File: src/rtl/b01_line_tx_if.sv
// Operand handshake, serial line pair and result bus of the b01 line transmitter.
// master = stimulus/scoreboard side, slave = b01_line_tx.
interface b01_line_tx_if #(
  parameter int unsigned WIDTH = 8
);
  logic             in_valid;
  logic             in_ready;
  logic [WIDTH-1:0] in_a;
  logic [WIDTH-1:0] in_b;
  logic             line1;
  logic             line2;
  logic             outp;
  logic             overflw;
  logic             res_valid;
  logic [WIDTH-1:0] res_data;
  logic             res_ovf;
  logic             busy;

  modport master (
    output in_valid, in_a, in_b, outp, overflw,
    input  in_ready, line1, line2, res_valid, res_data, res_ovf, busy
  );

  modport slave (
    input  in_valid, in_a, in_b, outp, overflw,
    output in_ready, line1, line2, res_valid, res_data, res_ovf, busy
  );
endinterface

File: src/rtl/b01_line_tx.sv
// Serialises two operands LSB-first onto line1/line2 and captures the returned
// outp/overflw stream RSP_LAT cycles later into a parallel result word.
module b01_line_tx #(
  parameter int unsigned WIDTH   = 8,
  parameter int unsigned RSP_LAT = 1
) (
  input  logic          clock,
  input  logic          reset,
  b01_line_tx_if.slave  bus
);
  localparam int unsigned BIT_W = (WIDTH > 1) ? $clog2(WIDTH) : 1;
  localparam int unsigned CAP_W = $clog2(WIDTH + RSP_LAT + 1);
  localparam int unsigned CMP_W = CAP_W + 1;

  typedef enum logic [1:0] {IDLE, SHIFT, DRAIN, DONE} state_t;

  state_t           state, state_d;
  logic [WIDTH-1:0] a_sr, a_sr_d, b_sr, b_sr_d;
  logic [WIDTH-1:0] sh_data, sh_data_d, res_data_q, res_data_d;
  logic [BIT_W-1:0] bit_cnt, bit_cnt_d;
  logic [CAP_W-1:0] cap_cnt, cap_cnt_d;
  logic             sh_ovf, sh_ovf_d, res_ovf_q, res_ovf_d;
  logic             line1_q, line1_d, line2_q, line2_d;
  logic             res_valid_q, res_valid_d, busy_q, busy_d;
  logic             cap_en, cap_last, last_bit;

  // Capture starts RSP_LAT cycles into the operation and runs for WIDTH cycles.
  assign cap_en   = (state == SHIFT || state == DRAIN) &&
                    ((CMP_W'(cap_cnt) + CMP_W'(1)) > CMP_W'(RSP_LAT));
  assign cap_last = (cap_cnt == CAP_W'(WIDTH + RSP_LAT - 1));
  assign last_bit = (bit_cnt == BIT_W'(WIDTH - 1));

  always_comb begin
    state_d     = state;
    a_sr_d      = a_sr;
    b_sr_d      = b_sr;
    bit_cnt_d   = bit_cnt;
    cap_cnt_d   = cap_cnt;
    sh_data_d   = sh_data;
    sh_ovf_d    = sh_ovf;
    res_data_d  = res_data_q;
    res_ovf_d   = res_ovf_q;
    line1_d     = 1'b0;
    line2_d     = 1'b0;

    // Responses arrive in bit order, so shifting in at the MSB lands bit k at index k.
    if (cap_en) begin
      sh_data_d = {bus.outp, sh_data[WIDTH-1:1]};
      sh_ovf_d  = sh_ovf | bus.overflw;
    end

    case (state)
      IDLE: begin
        if (bus.in_valid) begin
          state_d   = SHIFT;
          line1_d   = bus.in_a[0];
          line2_d   = bus.in_b[0];
          a_sr_d    = bus.in_a >> 1;
          b_sr_d    = bus.in_b >> 1;
          bit_cnt_d = '0;
          cap_cnt_d = '0;
          sh_data_d = '0;
          sh_ovf_d  = 1'b0;
        end
      end
      SHIFT: begin
        cap_cnt_d = cap_cnt + CAP_W'(1);
        if (last_bit) begin
          bit_cnt_d = '0;
          state_d   = (RSP_LAT == 0) ? DONE : DRAIN;
        end else begin
          bit_cnt_d = bit_cnt + BIT_W'(1);
          line1_d   = a_sr[0];
          line2_d   = b_sr[0];
          a_sr_d    = a_sr >> 1;
          b_sr_d    = b_sr >> 1;
        end
      end
      DRAIN: begin
        cap_cnt_d = cap_cnt + CAP_W'(1);
        if (cap_last) state_d = DONE;
      end
      DONE:    state_d = IDLE;
      default: state_d = IDLE;
    endcase

    // Published result only changes when an operation completes.
    if (state_d == DONE) begin
      res_data_d = sh_data_d;
      res_ovf_d  = sh_ovf_d;
    end

    res_valid_d = (state_d == DONE);
    busy_d      = (state_d != IDLE);
  end

  always_ff @(posedge clock) begin
    if (reset) begin
      state       <= IDLE;
      a_sr        <= '0;
      b_sr        <= '0;
      bit_cnt     <= '0;
      cap_cnt     <= '0;
      sh_data     <= '0;
      sh_ovf      <= 1'b0;
      res_data_q  <= '0;
      res_ovf_q   <= 1'b0;
      line1_q     <= 1'b0;
      line2_q     <= 1'b0;
      res_valid_q <= 1'b0;
      busy_q      <= 1'b0;
    end else begin
      state       <= state_d;
      a_sr        <= a_sr_d;
      b_sr        <= b_sr_d;
      bit_cnt     <= bit_cnt_d;
      cap_cnt     <= cap_cnt_d;
      sh_data     <= sh_data_d;
      sh_ovf      <= sh_ovf_d;
      res_data_q  <= res_data_d;
      res_ovf_q   <= res_ovf_d;
      line1_q     <= line1_d;
      line2_q     <= line2_d;
      res_valid_q <= res_valid_d;
      busy_q      <= busy_d;
    end
  end

  // Ready must drop in the same cycle reset is raised, so it is not registered.
  assign bus.in_ready  = (state == IDLE) & ~reset;
  assign bus.line1     = line1_q;
  assign bus.line2     = line2_q;
  assign bus.res_valid = res_valid_q;
  assign bus.res_data  = res_data_q;
  assign bus.res_ovf   = res_ovf_q;
  assign bus.busy      = busy_q;
endmodule

File: src/flat_wrapper.sv
// flat-port wrapper written by rule: the top's interface ports become plain ports
module b01_line_tx_flat 
#(
  parameter int unsigned WIDTH   = 8,
  parameter int unsigned RSP_LAT = 1
)
  (clock, reset, bus_in_valid, bus_in_a, bus_in_b, bus_outp, bus_overflw, bus_in_ready, bus_line1, bus_line2, bus_res_valid, bus_res_data, bus_res_ovf, bus_busy);
  b01_line_tx_if #(.WIDTH(WIDTH)) bus_i ();
  input  logic clock;
  input  logic reset;
  input wire logic [$bits(bus_i.in_valid)-1:0] bus_in_valid;
  input wire logic [$bits(bus_i.in_a)-1:0] bus_in_a;
  input wire logic [$bits(bus_i.in_b)-1:0] bus_in_b;
  input wire logic [$bits(bus_i.outp)-1:0] bus_outp;
  input wire logic [$bits(bus_i.overflw)-1:0] bus_overflw;
  output wire logic [$bits(bus_i.in_ready)-1:0] bus_in_ready;
  output wire logic [$bits(bus_i.line1)-1:0] bus_line1;
  output wire logic [$bits(bus_i.line2)-1:0] bus_line2;
  output wire logic [$bits(bus_i.res_valid)-1:0] bus_res_valid;
  output wire logic [$bits(bus_i.res_data)-1:0] bus_res_data;
  output wire logic [$bits(bus_i.res_ovf)-1:0] bus_res_ovf;
  output wire logic [$bits(bus_i.busy)-1:0] bus_busy;
  assign bus_i.in_valid = bus_in_valid;
  assign bus_i.in_a = bus_in_a;
  assign bus_i.in_b = bus_in_b;
  assign bus_i.outp = bus_outp;
  assign bus_i.overflw = bus_overflw;
  assign bus_in_ready = bus_i.in_ready;
  assign bus_line1 = bus_i.line1;
  assign bus_line2 = bus_i.line2;
  assign bus_res_valid = bus_i.res_valid;
  assign bus_res_data = bus_i.res_data;
  assign bus_res_ovf = bus_i.res_ovf;
  assign bus_busy = bus_i.busy;
  b01_line_tx #(.WIDTH(WIDTH), .RSP_LAT(RSP_LAT)) u_core (.clock(clock), .reset(reset), .bus(bus_i));
endmodule
File: config.mk
export PLATFORM = sky130hd
export DESIGN_NAME = b01_line_tx_flat
export DESIGN_NICKNAME = d
export VERILOG_FILES = /design/src/rtl/b01_line_tx_if.sv /design/src/rtl/b01_line_tx.sv /design/src/flat_wrapper.sv
export SDC_FILE = /design/constraint.sdc
export NUM_CORES = 1
export LEC_CHECK = 0
export CAP_MARGIN = 10
export CORE_UTILIZATION = 40
export DETAILED_ROUTE_END_ITERATION = 10
export SLEW_MARGIN = 30
export SYNTH_ARGS = -nofsm -noshare
export SYNTH_HDL_FRONTEND = slang
export SYNTH_SLANG_ARGS = --single-unit
File: constraint.sdc
create_clock -name clock -period 2.3 [get_ports clock]
set_input_delay 0.23 -clock clock [delete_from_list [all_inputs] [get_ports clock]]
set_output_delay 0.23 -clock clock [all_outputs]
set_load 0.01 [all_outputs]
==> flow_summary.json, run 1 <==
{
  "grt_setup_unrepaired": "false",
  "drive_gt1_share_pct": 12.0,
  "ant_nets": 0,
  "drc": 0,
  "yosysSeqAreaShare_pct": 44.5,
  "wl_per_cell_um": 11.8,
  "arrival_ps": 1850,
  "period_share_pct": 90.4,
  "synth_async_sr_flop_share_pct": 0,
  "reg2reg_depth": 7,
  "synth_seq_cells": 45,
  "worstHoldPathType": "flop to flop",
  "drt_iter0_markers": 38,
  "synth_warnings": 0,
  "root_buffer": "clkbuf_8",
  "grt_max_degree": 25,
  "synth_area_leaders": "dfxtp_1 44%, mux2i_1 10%, nor2_1 6.9%",
  "placed_cells": 301,
  "post_dp_cell_area_um2": 2430,
  "yosysMostFrequentCell": "dfxtp_1",
  "path_max_fanout": 11,
  "slew_headroom_pct": 69.8,
  "clock_latency_ps": 290,
  "antenna_cells": 0,
  "maxSlewViolCount": 0,
  "hpwlAfterDp_um": 2670,
  "hold_violations": 0,
  "rows": 25,
  "synth_cells": 206,
  "power.leakage_nw": 0.990,
  "status": "complete, no violations",
  "io_buffers": 34,
  "finalNonFillerCells": 309,
  "worstMarginPinSlew_ps": 448,
  "p_per_area_nw_per_um2": 666,
  "fin_nets": 270,
  "fin_setup_tns_ps": 0,
  "post_cts_buffers": 0,
  "synth_top_area_share_pct": 44.5,
  "dp_slack_ps": 320,
  "crit_type": "flop to output port",
  "final_util_pct": 53.3,
  "die_w_um": 73.1,
  "cts_hold_buf": 0,
  "place.gp.congestion": 0.746,
  "yosysUniqueCellTypes": 36,
  "crit_end": "bus_in_ready",
  "clockBufferDepth": 2,
  "h-tree-depth": 2,
  "core_area_um2": 4790,
  "cts_num_sinks": 45,
  "final_area_um2": 2550,
  "report.final.setup_viol": 0,
  "path_clk_slew_ps": 80,
  "cts_tree": "done",
  "dr.pass1.iters": 4,
  "area_growth_pct": 26.0,
  "grt_pass1_vias": 1395,
  "antenna_found_initial": 0,
  "syn-mean-instance-area_um2": 9.83,
  "synth_ff_type": "dfxtp_1",
  "ios": 35,
  "synth_nets": 235,
  "r2r_end": "u_core.bus.res_data[4]",
  "required_ps": 2070,
  "regToRegStartpoint": "u_core.state[1]",
  "clock_skew_ps": 5.75,
  "postLayoutSetupSlackWorst_ps": 220,
  "initial_core_util_pct": 42.3,
  "vias": 1508,
  "crit_path_end_kind": "output port",
  "min_period_ps": 2080,
  "wl_um": 3660,
  "gr-total-overflow": 0,
  "viasPerCell": 4.88,
  "syn_area_um2": 2020,
  "synth_common_cells": "45 x dfxtp_1, 37 x nor2_1, 21 x mux2i_1, 12 x a211oi_1, 12 x inv_1",
  "drv_cap": 0,
  "nFillCells": 452,
  "grt.total_usage_pct": 15.0,
  "startpoint": "u_core.state[1]",
  "cts_resized": 0,
  "fmax_ghz": 0.481,
  "synth_edf_count": 0,
  "start_kind": "flop",
  "cts_made_buffers": 5,
  "grt_pass1_wl_um": 6130,
  "die_area_um2": 5350,
  "yosysTopAreaCell": "dfxtp_1",
  "vdd_drop_max_uv": 449,
  "r2r_slack_ps": 300,
  "fp.dieH_um": 73.1
}
-- sequential cells by signal, summed over array words and instances (netlist names), 2 cells and up --
| signal | cells |
|---|---|
| u_core.a_sr | 7 |
| u_core.bit_cnt | 3 |
| u_core.bus.res_data | 8 |
| u_core.sh_data | 8 |
| u_core.cap_cnt | 4 |
| u_core.b_sr | 7 |
| u_core.state | 2 |
-- logic make-up after synthesis --
group	Yosys count	share of synthesized area, %
AO/OA/AOI/OAI	46	19.8
adder cells (fa/ha/maj)	8	4.94
multiplexers	21	10.4
buffers and inverters	24	5.75
flip-flops	45	44.5
AND/OR/NAND/NOR	62	14.6
-- worst min path at each step --
stage	slack, ps	to	depth (start not counted)	start
floorplan	380	u_core.a_sr[6]	2	bus_in_a[7]
global placement	450	u_core.sh_ovf	2	u_core.sh_ovf
detailed placement	470	u_core.sh_ovf	2	u_core.sh_ovf
CTS	490	u_core.sh_ovf	2	u_core.sh_ovf
global route	510	u_core.bus.res_data[1]	2	u_core.bus.res_data[1]
finish	480	u_core.sh_ovf	2	u_core.sh_ovf
-- cell type report --
type                            count  area [um^2]  share of cell area (%)
Inverter                           12         45.0                    1.77
Clock inverter                      1         30.0                    1.18
Tap cell                           67         83.8                    3.29
Multi-Input combinational cell    137         1010                    39.5
Sequential cell                    45          901                    35.3
Clock buffer                        7         86.3                    3.38
Timing Repair Buffer               40          398                    15.6
-- per-layer routing --
metal	track usage [%]	share of wire, %
met5	0	0
met2	24.3	46
met4	5.88	1.6
met3	4.42	4.1
met1	18.6	48
-- where the power goes --
part / total [W] / switching, W / internal, W
Clock: 0.000607 / 0.000253 / 0.000354
Combinational: 0.000252 / 0.000127 / 0.000125
Sequential: 0.000840 / 0.0000216 / 0.000818
Total: 0.00170 / 0.000402 / 0.00130
-- per-stage QoR --
step,total power (W),hold WS (ps)
4_1_cts,0.00172,490
5_1_grt,0.00178,508
6_report,0.00170,482
3_5_place_dp,0.00111,472
2_1_floorplan,0.00102,378
3_3_place_gp,0.00111,454
-- placed cells by master, fill, tap and decap left out, types with 3 or more instances in the layout --
cell type	count
o21ai_0	4
nand2_1	5
dfxtp_1	45
clkbuf_8	6
a21oi_1	4
nor2b_1	5
a211oi_2	3
a22oi_1	6
o32ai_2	6
nor2_1	37
clkdlybuf4s50_1	34
inv_1	12
nand2b_1	3
buf_4	5
ha_1	8
mux2i_1	21
a211oi_1	12
a32oi_1	3
-- critical path, stage by stage, from the launching register on --
cell and delay (ps):
dfxtp_1 340, inv_1 80, ha_1 390, nor2b_1 190
clkdlybuf4s50_1 550
Note: power is estimated with default switching activity, not from simulation.
==> run 2: changes to the inputs <==
--- a/config.mk
+++ b/config.mk
@@ -5,9 +5,11 @@
 export SDC_FILE = /design/constraint.sdc
 export NUM_CORES = 1
 export LEC_CHECK = 0
+export ABC_AREA = 1
 export CAP_MARGIN = 10
 export CORE_UTILIZATION = 40
 export DETAILED_ROUTE_END_ITERATION = 10
+export GPL_TIMING_DRIVEN = 0
 export SLEW_MARGIN = 30
 export SYNTH_ARGS = -nofsm -noshare
 export SYNTH_HDL_FRONTEND = slang
==> run 2 against run 1 <==
Against the previous run: non-clock buffer count up 6; critical path depth up 1; largest cell class unchanged; via count up 22%.
==> flow_summary.json, run 2 <==
{
  "status": "complete, no violations",
  "slowest_stage": "clkdlybuf4s50_1",
  "die_area_um2": 5510,
  "synth_area_leaders": "dfxtp_1 43%, nand2_1 13%, nand3_1 6.5%",
  "drc": 0,
  "hpwlAfterDp_um": 3150,
  "vias": 1843,
  "clockBufferDepth": 2,
  "layout_common_cells": "70 x nand2_1, 45 x dfxtp_1, 34 x clkdlybuf4s50_1, 33 x inv_1, 27 x nand3_1",
  "die_w_um": 74.3,
  "cts_num_sinks": 45,
  "nFillCells": 521,
  "grt_setup_unrepaired": "false",
  "yosysSeqAreaShare_pct": 43.1,
  "slew_headroom_pct": 64.3,
  "drt_iter0_markers": 106,
  "final_common_cell": "nand2_1",
  "io_buffers": 34,
  "synth_top_area_share_pct": 43.1,
  "fin_setup_tns_ps": 0,
  "rows": 25,
  "path_cells": "inv_1 -> ha_1 -> inv_2 -> nor2_1 -> clkdlybuf4s50_1",
  "required_ps": 2070,
  "crit_family": "buffers and inverters",
  "antenna_cells": 0,
  "wl_met3_um": 158,
  "internal-power_w": 0.00129,
  "path_clk_slew_ps": 80,
  "wl_met2_um": 1970,
  "max_stage_delay_ps": 550,
  "drive_gt1_share_pct": 11.9,
  "synth_compound_area_share_pct": 14.4,
  "synth_cells": 278,
  "synth_common_cells": "70 x nand2_1, 45 x dfxtp_1, 33 x inv_1, 27 x nand3_1, 17 x nor2_1",
  "crit_type": "flop to output port",
  "area_growth_pct": 25.9,
  "grt_max_degree": 14,
  "cts_hold_buf": 0,
  "viasPerCell": 4.76,
  "wl_met1_um": 2190,
  "min_period_ps": 1990,
  "cp_num_buf_inv": 3,
  "hold_ws_ps": 469,
  "gr-total-overflow": 0,
  "period_share_pct": 86.7,
  "power.leakage_nw": 1.15,
  "dr.pass1.iters": 4,
  "core_area_um2": 4880,
  "ios": 35,
  "clock_latency_ps": 300,
  "cts_tree": "done",
  "hold_violations": 0,
  "synth_async_sr_flop_share_pct": 0,
  "cts_made_buffers": 5,
  "initial_core_util_pct": 42.8,
  "crit_path_end_kind": "output port",
  "synth_warnings": 0,
  "synth_edf_count": 0,
  "ant_nets": 0,
  "power.switching_w": 0.000439,
  "synth_seq_cells": 45,
  "synth_top_family_by_area": "simple AND/OR/NAND/NOR gates",
  "synth_mux_area_share_pct": 0,
  "pwr-share-seq_pct": 48.9,
  "synth-simple-area-share_pct": 26.8,
  "syn_area_um2": 2090,
  "yosysUniqueCellTypes": 27,
  "h-tree-depth": 2,
  "p_per_area_nw_per_um2": 656,
  "maxSlewViolCount": 0,
  "path_max_fanout": 6,
  "place.gp.congestion": 0.793,
  "switching_share_pct": 25.5,
  "fin_nets": 348,
  "synth-adder-area-share_pct": 4.79,
  "yosysMostFrequentCell": "nand2_1",
  "report.final.setup_viol": 0,
  "yosysTopAreaCell": "dfxtp_1",
  "wl_per_cell_um": 11.4,
  "cts_resized": 0,
  "arrival_ps": 1760,
  "antenna_found_initial": 0,
  "worstHoldPathType": "flop to flop",
  "root_buffer": "clkbuf_8",
  "start_kind": "flop",
  "grt_pass1_wl_um": 7490,
  "yosys.area_share.xor_xnor_pct": 0.419,
  "grt_pass1_vias": 1709,
  "r2r_slack_ps": 490,
  "syn-mean-instance-area_um2": 7.51,
  "grt.total_usage_pct": 17.8,
  "drv_cap": 0,
  "worstMarginPinSlew_ps": 535,
  "fp.dieH_um": 74.3,
  "fmax_ghz": 0.501,
  "highest_layer": "met4",
  "clock_skew_ps": 8.64,
  "comb_power_share_pct": 15.0,
  "post_cts_buffers": 0,
  "vdd_drop_max_uv": 399,
  "power_frac_clock_pct": 36.1,
  "wl_um": 4400,
  "synth_nets": 307,
  "synth_ff_type": "dfxtp_1"
}
-- run 2: cell types whose count changed after synthesis, moves of 11 or more --
cell,delta
mux2i_1,-21
nand2_1,+65
nand3_1,+26
inv_1,+21
a211oi_1,-12
nor2_1,-20
a31oi_1,+11
-- run 2: cell families (layout without fill, tap and decap cells) --
group	Yosys count	in the layout
simple gates	125	125
flops	45	45
buf+inv	50	92
fa+ha+maj	8	8
compound gates	49	49
xor+xnor	1	1
-- run 2: area by class of cell --
type                    count  area, um^2  share of cell area, %
plain buffers              12        76.3                   2.90
clock buffers               7        86.3                   3.28
clock inverters             1        30.0                   1.14
inverters                  38         143                   5.43
multi-input cells         183         968                   36.8
flip-flops and latches     45         901                   34.3
well taps                  67        83.8                   3.19
repair buffers             34         340                   12.9
-- run 2: routing by layer --
layer,global-route usage (%),vias to the layer above
met3,4.74,9
met1,22.0,836
met4,6.50,0
met2,29.8,29
met5,0,-
li1,-,969
-- run 2: worst paths after layout --
path | start | to | depth (start not counted)
hold / removal | u_core.cap_cnt[3] | u_core.cap_cnt[3] | 2
setup / recovery | u_core.state[1] | bus_in_ready | 5
setup reg to reg | u_core.cap_cnt[0] | u_core.sh_data[6] | 8
hold reg to reg | u_core.cap_cnt[3] | u_core.cap_cnt[3] | 2
-- run 2: worst min-delay path, stage by stage, from the launching register on --
cell	delay [ps]
dfxtp_1	320
nand2_1	60
a21oi_1	50
-- run 2: power groups by stage --
stage	clock network (W)	registers, W	logic [W]
after floorplan	0	0.000857	0.000169
after global placement	0	0.000861	0.000259
after detailed placement	0	0.000861	0.000259
after CTS	0.000638	0.000843	0.000260
after global routing	0.000668	0.000847	0.000293
final	0.000623	0.000843	0.000259
-- run 2: per-stage QoR --
step	setup WS [ps]	cell area, um^2	std cells	utilization (%)	power (W)
after global routing	194	2630	387	53.9	0.00181
after detailed placement	315	2510	379	51.5	0.00112
after CTS	307	2630	387	53.9	0.00174
after global placement	293	2510	379	51.5	0.00112
after floorplan	768	2090	278	-	0.00103
final	306	2630	387	53.9	0.00172
==> run 3: changes to the inputs <==
--- a/config.mk
+++ b/config.mk
@@ -7,6 +7,7 @@
 export LEC_CHECK = 0
 export ABC_AREA = 1
 export CAP_MARGIN = 10
+export CORE_MARGIN = 2
 export CORE_UTILIZATION = 40
 export DETAILED_ROUTE_END_ITERATION = 10
 export GPL_TIMING_DRIVEN = 0
==> run 3 against run 2 <==
Against the previous run: sequential power barely moved; first-iteration DRC count fell by 10%; design area about the same; clock power down 3%; global-route usage fell by 1.2 points; sequential share of layout area is essentially flat; flip-flop and latch count is the same; die area is 5.5% higher; setup slack got worse by 26 ps; count of clock-buffer cells in the layout decreased by 1; largest power group unchanged.
==> flow_summary.json, run 3 (synthesis results as in run 2) <==
{
  "maxSlewViolCount": 0,
  "grt_pass1_wl_um": 7740,
  "vias": 1809,
  "highest_layer": "met4",
  "p_per_area_nw_per_um2": 650,
  "grt_pass1_vias": 1693,
  "post_cts_buffers": 0,
  "drv_cap": 0,
  "status": "complete, no violations",
  "placed_cells": 382,
  "fmax_ghz": 0.495,
  "wl_met1_um": 2060,
  "wl_um": 4350,
  "grt_setup_unrepaired": "false",
  "drc": 0,
  "antenna_cells": 0,
  "h-tree-depth": 2,
  "wl_per_cell_um": 11.2,
  "cts_tree": "done",
  "fin_nets": 348,
  "period_share_pct": 87.8,
  "nFillCells": 529,
  "ant_nets": 0,
  "rows": 26,
  "antenna_found_initial": 0,
  "path_clk_slew_ps": 80,
  "clockBufferDepth": 2,
  "fp.dieH_um": 76.3,
  "cts_hold_buf": 0,
  "slowest_stage": "clkdlybuf4s50_1",
  "dr.pass1.iters": 6,
  "grt_max_degree": 15,
  "min_period_ps": 2020,
  "core_area_um2": 5070,
  "report.final.setup_viol": 0,
  "layout_common_cells": "70 x nand2_1, 45 x dfxtp_1, 34 x clkdlybuf4s50_1, 33 x inv_1, 27 x nand3_1",
  "wl_met2_um": 2060,
  "initial_core_util_pct": 41.1,
  "drt_iter0_markers": 95,
  "drive_gt1_share_pct": 11.9,
  "clock_skew_ps": 6.80,
  "root_buffer": "clkbuf_8",
  "path_max_fanout": 6,
  "arrival_ps": 1790,
  "path_cells": "inv_1 -> ha_1 -> inv_2 -> nor2_1 -> clkdlybuf4s50_1",
  "wl_met3_um": 166,
  "hold_violations": 0,
  "slew_headroom_pct": 65.1,
  "cts_made_buffers": 5,
  "die_w_um": 76.3,
  "power.leakage_nw": 1.14,
  "die_area_um2": 5810,
  "area_growth_pct": 25.8,
  "crit_path_end_kind": "output port",
  "worstMarginPinSlew_ps": 524,
  "finalNonFillerCells": 390,
  "cts_num_sinks": 45,
  "hpwlAfterDp_um": 3120,
  "fin_setup_tns_ps": 0,
  "seqCellArea_um2": 901,
  "clock_latency_ps": 310,
  "vdd_drop_max_uv": 336,
  "ios": 35,
  "final_common_cell": "nand2_1",
  "multi_input_area_um2": 968,
  "gr-total-overflow": 0,
  "worstHoldPathType": "flop to flop",
  "crit_type": "flop to output port",
  "place.gp.congestion": 0.768,
  "viasPerCell": 4.64,
  "max_stage_delay_ps": 560,
  "grt.total_usage_pct": 16.6,
  "required_ps": 2070,
  "io_buffers": 34,
  "start_kind": "flop",
  "cts_resized": 0
}
==> run 3: critical path: cells and delay by family (launching register included) <==
kind	cells	cell delay, ps
buffers and inverters	3	760
DFF	1	340
adders and majority gates	1	270
and+or+nand+nor	1	130
==> run 3: path summary, 6_finish.rpt <==
kind / from / to / slack, ps / cells past startpoint
setup / recovery: u_core.state[0] / bus_in_ready / 280 / 5
hold / removal: u_core.a_sr[3] / u_core.a_sr[2] / 470 / 2
setup reg to reg: u_core.cap_cnt[0] / u_core.sh_data[6] / 500 / 8
hold reg to reg: u_core.a_sr[3] / u_core.a_sr[2] / 470 / 2
==> run 3: cell type report <==
class	count	share of cell area (%)
clock buffers	6	2.76
flip-flops and latches	45	34.3
repair buffers	34	13.0
plain buffers	12	2.90
well taps	70	3.33
clock inverters	2	1.48
multi-input cells	183	36.9
inverters	38	5.43
==> run 3: metrics by stage <==
| step | setup WS, ps | cell area, um^2 | utilization [%] | power, W | hold slack (ps) |
|---|---|---|---|---|---|
| finish | 280 | 2630 | 51.8 | 0.00171 | 473 |
| global route | 185 | 2630 | 51.8 | 0.00180 | 488 |
| CTS | 285 | 2630 | 51.8 | 0.00173 | 473 |
| detailed placement | 303 | 2520 | 49.6 | 0.00112 | 460 |
| global placement | 246 | 2520 | 49.6 | 0.00112 | 451 |
| floorplan | 768 | 2090 | - | 0.00103 | 382 |
==> run 3: per-layer routing <==
metal	track usage, %	vias to the layer above
li1	-	970
met1	20.8	803
met2	27.0	31
met3	4.03	5
met4	7.27	0
met5	0	-
==> run 3: power by group <==
| group | switching [W] | internal (W) | leakage [nW] |
|---|---|---|---|
| combinational | 0.000148 | 0.000109 | 0.721 |
| clock | 0.000281 | 0.000326 | 0.0554 |
| sequential | 0.0000208 | 0.000821 | 0.367 |
| total | 0.000450 | 0.00126 | 1.14 |
